## config.mk

```make
export PLATFORM = sky130hd
export DESIGN_NAME = mem_port_arbiter
export DESIGN_NICKNAME = d
export VERILOG_FILES = /design/src/rtl/mem_port_arbiter_pkg.sv /design/src/rtl/mem_port_arbiter.sv
export SDC_FILE = /design/constraint.sdc
export NUM_CORES = 1
export LEC_CHECK = 0
export CAP_MARGIN = 20
export CORE_MARGIN = 3
export CORE_UTILIZATION = 33
export CTS_CLUSTER_DIAMETER = 150
export DETAILED_ROUTE_END_ITERATION = 6
export PLACE_DENSITY = 0.87
export SYNTH_ARGS = -nofsm -noshare
export SYNTH_HDL_FRONTEND = slang
export SYNTH_SLANG_ARGS = --single-unit
```

## constraint.sdc

```tcl
create_clock -name clock -period 1.9 [get_ports clock]
set_input_delay 0.475 -clock clock [delete_from_list [all_inputs] [get_ports clock]]
set_output_delay 0.475 -clock clock [all_outputs]
set_load 0.1 [all_outputs]
```

## src/rtl/mem_port_arbiter_pkg.sv

```systemverilog
// Shared types for the instruction-fetch / data-access memory port arbiter.
//
// Contents:
//   ADDR_W, DATA_W, BE_W, STARVE_W - bus geometry and starve counter width
//   busOwner_                      - which requester owns the bus transaction
//   arbState_                      - arbiter FSM encoding
//   memReq_t / memRsp_t            - request / response payloads (one byte enable per data byte)
//   fetch_payload()                - builds the request payload of a fetch (full-word read)
package mem_port_arbiter_pkg;

  localparam int ADDR_W   = 32;
  localparam int DATA_W   = 32;
  localparam int BE_W     = DATA_W / 8;
  localparam int STARVE_W = 4;

  typedef enum logic {
    OWNER_FETCH,
    OWNER_DATA
  } busOwner_;

  typedef enum logic [1:0] {
    ARB_IDLE,
    ARB_WAIT_GNT,
    ARB_WAIT_RSP
  } arbState_;

  typedef struct packed {
    logic              we;
    logic [ADDR_W-1:0] addr;
    logic [BE_W-1:0]   be;
    logic [DATA_W-1:0] wdata;
  } memReq_t;

  typedef struct packed {
    logic [DATA_W-1:0] rdata;
  } memRsp_t;

  // Instruction fetches are always full-word reads.
  function automatic memReq_t fetch_payload(input logic [ADDR_W-1:0] addr);
    memReq_t r;
    r.we    = 1'b0;
    r.addr  = addr;
    r.be    = '1;
    r.wdata = '0;
    return r;
  endfunction

endpackage

```

## src/rtl/mem_port_arbiter.sv

```systemverilog
// Arbitrates the fetch stage and the memory stage onto one single-port memory
// bus with at most one transaction outstanding.
//
// Handshake: a requester raises *Req with stable fields and holds them until
// its *Gnt pulse; the arbiter raises busReq with stable fields and holds them
// until busGnt=1 (accept); the transaction then completes on the first
// busRvalid, which is forwarded combinationally as a one-cycle *Rvalid pulse.
//
// Ports:
//   clock, resetN                                 - clock, async active-low reset
//   fetchReq/fetchAddr/fetchKill                  - fetch request, address, flush
//   fetchGnt/fetchRvalid/fetchRdata               - fetch grant, response
//   dataReq/dataWe/dataAddr/dataBe/dataWdata      - memory-stage request
//   dataGnt/dataRvalid/dataRdata                  - memory-stage grant, response
//   busReq/busWe/busAddr/busBe/busWdata           - shared memory request
//   busGnt/busRvalid/busRdata                     - shared memory accept, response
//   dbgState                                      - current arbiter FSM state
//
// Build option: FETCH_STARVE_GUARD_EN adds a counter of consecutive data
// grants; once it reaches STARVE_LIMIT a waiting fetch wins the next
// arbitration. Without it the data stage always has priority.
module mem_port_arbiter
  import mem_port_arbiter_pkg::*;
#(
  parameter int STARVE_LIMIT = 4
) (
  input  logic              clock,
  input  logic              resetN,
  input  logic              fetchReq,
  input  logic [ADDR_W-1:0] fetchAddr,
  input  logic              fetchKill,
  output logic              fetchGnt,
  output logic              fetchRvalid,
  output logic [DATA_W-1:0] fetchRdata,
  input  logic              dataReq,
  input  logic              dataWe,
  input  logic [ADDR_W-1:0] dataAddr,
  input  logic [BE_W-1:0]   dataBe,
  input  logic [DATA_W-1:0] dataWdata,
  output logic              dataGnt,
  output logic              dataRvalid,
  output logic [DATA_W-1:0] dataRdata,
  output logic              busReq,
  output logic              busWe,
  output logic [ADDR_W-1:0] busAddr,
  output logic [BE_W-1:0]   busBe,
  output logic [DATA_W-1:0] busWdata,
  input  logic              busGnt,
  input  logic              busRvalid,
  input  logic [DATA_W-1:0] busRdata,
  output arbState_          dbgState
);

  if (STARVE_LIMIT < 1 || STARVE_LIMIT > 15) begin : g_bad_limit
    $error("STARVE_LIMIT must be in 1..15");
  end

  arbState_ state, state_nxt;
  busOwner_ owner, owner_nxt;
  memReq_t  bus_q, bus_nxt;
  logic     discard, discard_nxt;
  logic     fetch_gnt_nxt, data_gnt_nxt;
  logic     fetch_ok, data_ok, pick_fetch, force_fetch;
  logic     rsp_fire;
  memRsp_t  rsp;

  // A fetch being flushed in the same cycle is not a candidate.
  assign fetch_ok   = fetchReq && !fetchKill;
  assign data_ok    = dataReq;
  assign pick_fetch = fetch_ok && (!data_ok || force_fetch);

`ifdef FETCH_STARVE_GUARD_EN
  logic                gnt_evt;
  logic [STARVE_W-1:0] starve_cnt;

  assign gnt_evt     = (state == ARB_WAIT_GNT) && busGnt;
  assign force_fetch = (starve_cnt == STARVE_W'(STARVE_LIMIT));

  always_ff @(posedge clock or negedge resetN) begin
    if (!resetN) begin
      starve_cnt <= '0;
    end else if (!fetchReq || (gnt_evt && owner == OWNER_FETCH)) begin
      starve_cnt <= '0;
    end else if (gnt_evt && owner == OWNER_DATA && starve_cnt != '1) begin
      starve_cnt <= starve_cnt + 1'b1;
    end
  end
`else
  assign force_fetch = 1'b0;
`endif

  always_ff @(posedge clock or negedge resetN) begin
    if (!resetN) begin
      state    <= ARB_IDLE;
      owner    <= OWNER_FETCH;
      bus_q    <= '0;
      discard  <= 1'b0;
      fetchGnt <= 1'b0;
      dataGnt  <= 1'b0;
    end else begin
      state    <= state_nxt;
      owner    <= owner_nxt;
      bus_q    <= bus_nxt;
      discard  <= discard_nxt;
      fetchGnt <= fetch_gnt_nxt;
      dataGnt  <= data_gnt_nxt;
    end
  end

  always_comb begin
    state_nxt     = state;
    owner_nxt     = owner;
    bus_nxt       = bus_q;
    discard_nxt   = discard;
    fetch_gnt_nxt = 1'b0;
    data_gnt_nxt  = 1'b0;
    unique case (state)
      ARB_IDLE: begin
        discard_nxt = 1'b0;
        if (fetch_ok || data_ok) begin
          state_nxt = ARB_WAIT_GNT;
          if (pick_fetch) begin
            owner_nxt = OWNER_FETCH;
            bus_nxt   = fetch_payload(fetchAddr);
          end else begin
            owner_nxt = OWNER_DATA;
            bus_nxt   = '{we: dataWe, addr: dataAddr, be: dataBe, wdata: dataWdata};
          end
        end
      end
      ARB_WAIT_GNT: begin
        // The bus request cannot be withdrawn, so a flush here only marks the
        // fetch for discard; the flag has no effect until the response phase.
        if (owner == OWNER_FETCH && fetchKill) discard_nxt = 1'b1;
        if (busGnt) begin
          state_nxt     = ARB_WAIT_RSP;
          fetch_gnt_nxt = (owner == OWNER_FETCH);
          data_gnt_nxt  = (owner == OWNER_DATA);
        end
      end
      ARB_WAIT_RSP: begin
        if (owner == OWNER_FETCH && fetchKill) discard_nxt = 1'b1;
        if (busRvalid) begin
          state_nxt   = ARB_IDLE;
          discard_nxt = 1'b0;
        end
      end
      default: state_nxt = ARB_IDLE;
    endcase
  end

  // Responses are forwarded in the cycle busRvalid arrives. A flush in that
  // same cycle also suppresses the fetch response.
  assign rsp.rdata   = busRdata;
  assign rsp_fire    = (state == ARB_WAIT_RSP) && busRvalid;
  assign fetchRvalid = rsp_fire && (owner == OWNER_FETCH) && !discard && !fetchKill;
  assign dataRvalid  = rsp_fire && (owner == OWNER_DATA);
  assign fetchRdata  = fetchRvalid ? rsp.rdata : '0;
  assign dataRdata   = dataRvalid ? rsp.rdata : '0;

  assign busReq   = (state == ARB_WAIT_GNT);
  assign busWe    = bus_q.we;
  assign busAddr  = bus_q.addr;
  assign busBe    = bus_q.be;
  assign busWdata = bus_q.wdata;
  assign dbgState = state;

endmodule
```

==> results.py, run 1 <==
metrics = {
    "finish": {
        "area_delta_synth_final_pct": 142.8,
        "drive_gt1_frac": 0.4157,
        "n_antenna_cell": 0,
        "instances_no_fill": 756,
        "final_nets": 762,
    },
    "global_route": {
        "grt_overflow": 0,
        "antenna_found_initial": 0,
        "track_usage": 0.2805,
        "grt_pass1_vias": 4238,
        "grt_pass1_wl_mm": 24.84,
        "grt_max_degree": 38,
    },
    "timing": {
        "finalClockSkew_ps": 16.10,
        "period_needed_ps": 2434,
        "rsz0062_at_grt": "yes",
        "maxSlewViolCount": 0,
        "setup_viol": 66,
        "worstMarginPinSlew_ps": 492.7,
        "timing.final.ws_setup_ps": -534.3,
        "relSlewSlack": 0.6716,
        "max_freq_ghz": 0.4108,
        "finalHoldViolCount": 0,
        "fin_crit_sh": 1.281,
    },
    "critical_path": {
        "cp_cell_sequence": "inv_4 > ha_4 > nand2_4 > nor4_4 > buf_6 > clkbuf_16 > and2_4 > buf_12",
        "cp_top_family": "buffers and inverters",
        "critPathLaunchType": "register",
        "cp.arrival_ps": 1960,
        "path_class": "reg -> out",
        "critPathMaxFanout": 6,
        "cp.required_ps": 1420,
        "cp-end-kind": "output pin",
        "r2r_slack_ps": 50,
        "slowest_delay_ps": 500,
        "cp_num_buf_inv": 4,
        "cpMaxStageDelayCell": "dfrtp_4",
    },
    "synth": {
        "synth_cell_types": 28,
        "yosys_warnings": 0,
        "netlist_instances": 328,
        "syn_nets": 472,
        "synth_area_leader_cell": "dfrtp_1",
        "syn_area_per_cell_sq_um": 10.58,
        "synth_seq_area_share": 0.5407,
        "synth_top_area_share": 0.5407,
        "netlist_area_sq_mm": 0.003471,
        "ys_seq_elements": 75,
        "ys_top_cells_by_area": "dfrtp_1 54%, and2_1 12%, a22o_1 8.3%",
    },
    "place": {
        "placedCellCount": 735,
        "port_buffers": 279,
        "dp_hpwl_mm": 13.39,
        "gp_congestion": 0.7995,
    },
    "die": {
        "row_count": 36,
        "fp.dieH_microns": 108.6,
        "die-area_sq_mm": 0.01178,
        "start_util": 0.3471,
        "die_w_microns": 108.6,
        "core_area_sq_mm": 0.01000,
        "ios": 280,
    },
    "clock_tree": {
        "cts_buffers": 9,
        "htree_levels": 3,
        "clk_pin_slew_worst_paths_ps": 80,
        "cts_root_buffer": "clkbuf_8",
        "ctsHoldBuffers": 0,
        "clk_path_buf_depth": 2,
        "cts_sinks": 75,
        "cts_tree": "built",
        "insertion_delay_ps": 330,
    },
    "route": {
        "vias": 3888,
        "drtPass1Iterations": 4,
        "initialDrtViolationCount": 199,
        "routed_wl_mm": 16.96,
        "wl_per_cell_microns": 22.43,
        "drt-vias-per-instance": 5.143,
        "drcViolationCount": 0,
        "ant_nets": 0,
    },
    "status": {
        "violations": "negative setup slack",
        "status": "finished, violations left",
    },
    "power": {
        "p_total_w": 0.01659,
        "p_leak_nw": 3.756,
        "cellPowerDensity_mw_per_mm2": 1969,
        "vdd_drop_max_mv": 1.526,
    },
    "worst_hold_path": {
        "hold_class": "in -> async",
    },
    "flow_run": {
        "cap_violations": 0,
    },
}
## worst paths after layout
kind | start | end | cells after the start
max | dbgState[0] | fetchRdata[19] | 8
min | resetN | busAddr[31] | 1
max reg2reg | dbgState[1] | busAddr[21] | 7
min reg2reg | busAddr[31] | busAddr[31] | 2
max in group asynchronous | resetN | busWdata[10] | 2
min in group clock | busAddr[31] | busAddr[31] | 2
## cell usage after synthesis
cell type / number
a21oi_1: 34
a22o_1: 33
a31oi_1: 1
a32o_1: 1
and2_1: 65
and3_1: 2
buf_2: 14
buf_6: 6
clkbuf_1: 2
clkbuf_2: 2
dfrtp_1: 75
ha_1: 4
inv_1: 37
inv_2: 1
nand2_1: 2
nand2b_1: 2
nand4bb_1: 1
nor2_1: 1
nor2b_1: 1
nor2b_2: 1
nor4_4: 1
o21a_1: 1
o21ai_0: 2
o21ai_2: 1
o22a_1: 4
o22ai_1: 32
o311a_1: 1
o311ai_0: 1
## cells in the final DEF, fill, tap and decap left out, types with 4 or more instances in the layout
cell type / n
a21oi_1: 34
a22o_1: 33
and2_4: 64
buf_12: 146
buf_4: 15
clkbuf_8: 10
clkdlybuf4s50_1: 137
dfrtp_1: 73
inv_1: 35
o22a_1: 4
o22ai_1: 31
## repair_timing
| item | in CTS | in global routing |
|---|---|---|
| cloned | 1 | 1 |
| gates resized for setup | 12 | 3 |
| endpoints found under the setup margin | 97 | 68 |
| pin swaps | 1 | 0 |
| setup buffers | 2 | 1 |
## flip-flops by register name, summed over array words and instances, names as in the netlist
register,cells
busWe,1
busWdata,32
busAddr,32
discard,1
fetchGnt,1
dataGnt,1
owner,1
busBe,4
dbgState,2
## power breakdown
part	total [W]	leakage [nW]	internal, W	switching [W]
combinational	0.0121	2.77	0.00431	0.00777
sequential	0.00315	0.882	0.00233	0.000822
clock	0.00137	0.108	0.000776	0.000590
## stage by stage
stage          setup TNS, ps  hold WS (ps)  setup WS (ps)  instance area (sq um)  utilization
2_1_floorplan         -20670         179.4         -355.0                   3702            -
3_3_place_gp          -30650         467.8         -475.4                   8088       0.8088
3_5_place_dp          -37490         470.9         -525.9                   8088       0.8088
4_1_cts               -27630         101.9         -497.0                   8386       0.8386
5_1_grt               -33590         113.3         -586.3                   8427       0.8427
6_report              -30030         104.9         -534.3                   8427       0.8427
## logic make-up after synthesis
group,count (synthesis),synth area share
AO/OA/AOI/OAI,111,0.2177
adder cells (fa/ha/maj),4,0.01442
buffers and inverters,62,0.08580
flip-flops,75,0.5407
AND/OR/NAND/NOR,76,0.1413
## cell type report
type                       instances  area (sq um)
fill                             475          1573
tap                              133         166.4
inverter                          38         147.6
multi-input combinational        191          1508
clock inverter                     6         88.84
timing repair buffer             303          4494
clock buffer                      10         137.6
sequential                        75          1884
## layer usage
| layer | vias to the layer above | global-route usage | part of all wire |
|---|---|---|---|
| li1 | 1721 | - | - |
| met1 | 1899 | 0.2661 | 0.30 |
| met2 | 218 | 0.5424 | 0.57 |
| met3 | 50 | 0.09194 | 0.089 |
| met4 | 0 | 0.1208 | 0.041 |
| met5 | - | 0 | 0 |
Power figures use the tool's default switching activity.
==> run 2: changes to the inputs <==
--- a/config.mk
+++ b/config.mk
@@ -6,11 +6,12 @@
 export NUM_CORES = 1
 export LEC_CHECK = 0
 export CAP_MARGIN = 20
-export CORE_MARGIN = 3
-export CORE_UTILIZATION = 33
+export CORE_MARGIN = 4
+export CORE_UTILIZATION = 32
 export CTS_CLUSTER_DIAMETER = 150
 export DETAILED_ROUTE_END_ITERATION = 6
-export PLACE_DENSITY = 0.87
+export PLACE_DENSITY = 0.85
+export SKIP_LAST_GASP = 1
 export SYNTH_ARGS = -nofsm -noshare
 export SYNTH_HDL_FRONTEND = slang
 export SYNTH_SLANG_ARGS = --single-unit
==> run 2 against run 1 <==
Sequential share of layout area shrank 0.56 points. Core utilization down 1.7 points. Critical endpoint is now fetchRdata[6]. Highest routed layer unchanged. Non-clock buffer count up 10. Via count is 2.2% higher. Hold slack lost 52 ps. Clock power rose by 15%. Sequential cell count stayed put. Sequential power about the same. The flow still finishes with violations (negative setup slack). Routed wire length rose by 10%.
==> results.py, run 2 (synthesis gave the netlist of run 1 again) <==
metrics = {
    "finish": {
        "area_delta_synth_final_pct": 149.0,
        "final_util": 0.8261,
        "filler_cell_count": 489,
        "n_antenna_cell": 0,
        "final_nets": 772,
        "final_cell_mix": "147 x buf_12, 138 x clkdlybuf4s50_1, 73 x dfrtp_1",
        "layout_commonest_cell": "buf_12",
        "drive_gt1_frac": 0.4265,
    },
    "critical_path": {
        "path_class": "reg -> out",
        "cp.arrival_ps": 2000,
        "cp_cell_sequence": "inv_4 > ha_4 > nand2_4 > nor4_4 > buf_6 > buf_16 > and2_4 > buf_12",
        "cp_top_family": "buffers and inverters",
        "cpMaxStageDelayCell": "dfrtp_4",
        "cp-end-kind": "output pin",
        "worst-path-stages": 8,
        "cp_num_buf_inv": 4,
        "ff2ff_path_depth": 9,
        "critPathLaunchType": "register",
        "cp.required_ps": 1420,
        "r2r_slack_ps": -30,
        "slowest_delay_ps": 510,
        "critPathMaxFanout": 11,
    },
    "status": {
        "violations": "negative setup slack",
        "status": "finished, violations left",
    },
    "die": {
        "row_count": 37,
        "ios": 280,
        "die_w_microns": 112.1,
        "core_area_sq_mm": 0.01046,
        "start_util": 0.3317,
        "die-area_sq_mm": 0.01258,
        "fp.dieH_microns": 112.1,
    },
    "clock_tree": {
        "insertion_delay_ps": 340,
        "cts_buffers": 9,
        "cts_sinks": 75,
        "htree_levels": 3,
        "cts_tree": "built",
        "ctsHoldBuffers": 0,
        "clk_path_buf_depth": 2,
        "clk_pin_slew_worst_paths_ps": 80,
        "cts_root_buffer": "clkbuf_8",
    },
    "route": {
        "drtPass1Iterations": 4,
        "drcViolationCount": 0,
        "wl_per_cell_microns": 24.25,
        "ant_nets": 0,
        "initialDrtViolationCount": 297,
        "drt-vias-per-instance": 5.165,
        "routed_wl_mm": 18.65,
        "vias": 3972,
    },
    "global_route": {
        "grt_pass1_wl_mm": 24.65,
        "antenna_found_initial": 0,
        "grt_max_degree": 46,
        "grt_pass1_vias": 4191,
        "track_usage": 0.2525,
        "grt_overflow": 0,
    },
    "timing": {
        "max_freq_ghz": 0.4032,
        "relSlewSlack": 0.7262,
        "fin_crit_sh": 1.305,
        "finalClockSkew_ps": 9.785,
        "rsz0062_at_grt": "yes",
        "finalHoldViolCount": 0,
        "setup_viol": 67,
        "fin_hold_ws_ps": 53.00,
        "period_needed_ps": 2480,
        "maxSlewViolCount": 0,
        "timing.final.ws_setup_ps": -579.9,
        "worstMarginPinSlew_ps": 410.7,
    },
    "power": {
        "p_leak_nw": 3.856,
        "cellPowerDensity_mw_per_mm2": 1974,
        "p_total_w": 0.01706,
        "vdd_drop_max_mv": 1.483,
    },
    "worst_hold_path": {
        "hold_class": "in -> async",
    },
    "flow_run": {
        "cap_violations": 0,
    },
    "place": {
        "gp_congestion": 0.8776,
        "dp_hpwl_mm": 12.65,
        "port_buffers": 279,
    },
}
==> run 2: per-layer routing <==
layer | global-route usage | part of all wire
met4 | 0.1122 | 0.034
met3 | 0.06900 | 0.074
met2 | 0.4903 | 0.55
met1 | 0.2461 | 0.34
met5 | 0 | 0
==> run 2: power breakdown <==
| part | internal [W] | switching, W | total (W) | leakage [nW] |
|---|---|---|---|---|
| Clock | 0.000979 | 0.000598 | 0.00158 | 0.133 |
| Sequential | 0.00233 | 0.000849 | 0.00318 | 0.882 |
| Combinational | 0.00444 | 0.00786 | 0.0123 | 2.84 |
==> run 2: worst paths after layout <==
kind / startpoint / end
worst max-delay path: dbgState[0] / fetchRdata[6]
worst min-delay path: resetN / busAddr[12]
worst max register to register: dbgState[0] / busAddr[26]
worst min register to register: busAddr[3] / busAddr[3]
max in group asynchronous: resetN / busWdata[4]
min in group clock: busAddr[3] / busAddr[3]
==> run 2: stage by stage <==
stage | setup WS [ps] | cells | area, sq um | TNS [ps]
finish | -579.9 | 769 | 8643 | -36560
global route | -652.2 | 769 | 8643 | -40690
CTS | -531.3 | 762 | 8474 | -32530
detailed placement | -581.6 | 739 | 8099 | -36210
global placement | -447.5 | 739 | 8099 | -27390
floorplan | -355.0 | 328 | 3702 | -20670
==> run 2: area by class of cell <==
cell class | count | area (sq um) | share of cell area
multi-input cells | 191 | 1530 | 0.1770
flip-flops and latches | 75 | 1884 | 0.2180
well taps | 136 | 170.2 | 0.01969
clock buffers | 12 | 165.2 | 0.01911
clock inverters | 4 | 95.09 | 0.01100
repair buffers | 313 | 4648 | 0.5378
inverters | 38 | 150.1 | 0.01737
==> run 2: worst reg2reg max path, delay by kind of cell, from the launching register on <==
family	cells	cell delay, ps
flops	1	510
buf+inv	5	630
simple gates	1	180
fa+ha+maj	1	180
compound gates	2	340
==> run 2: timing repair <==
item / 4_1_cts / 5_1_grt
pin swaps: 1 / 4
endpoints found under the setup margin: 67 / 133
gates resized for setup: 13 / 13
cloned: 3 / 4
buffers inserted: 4 / 3
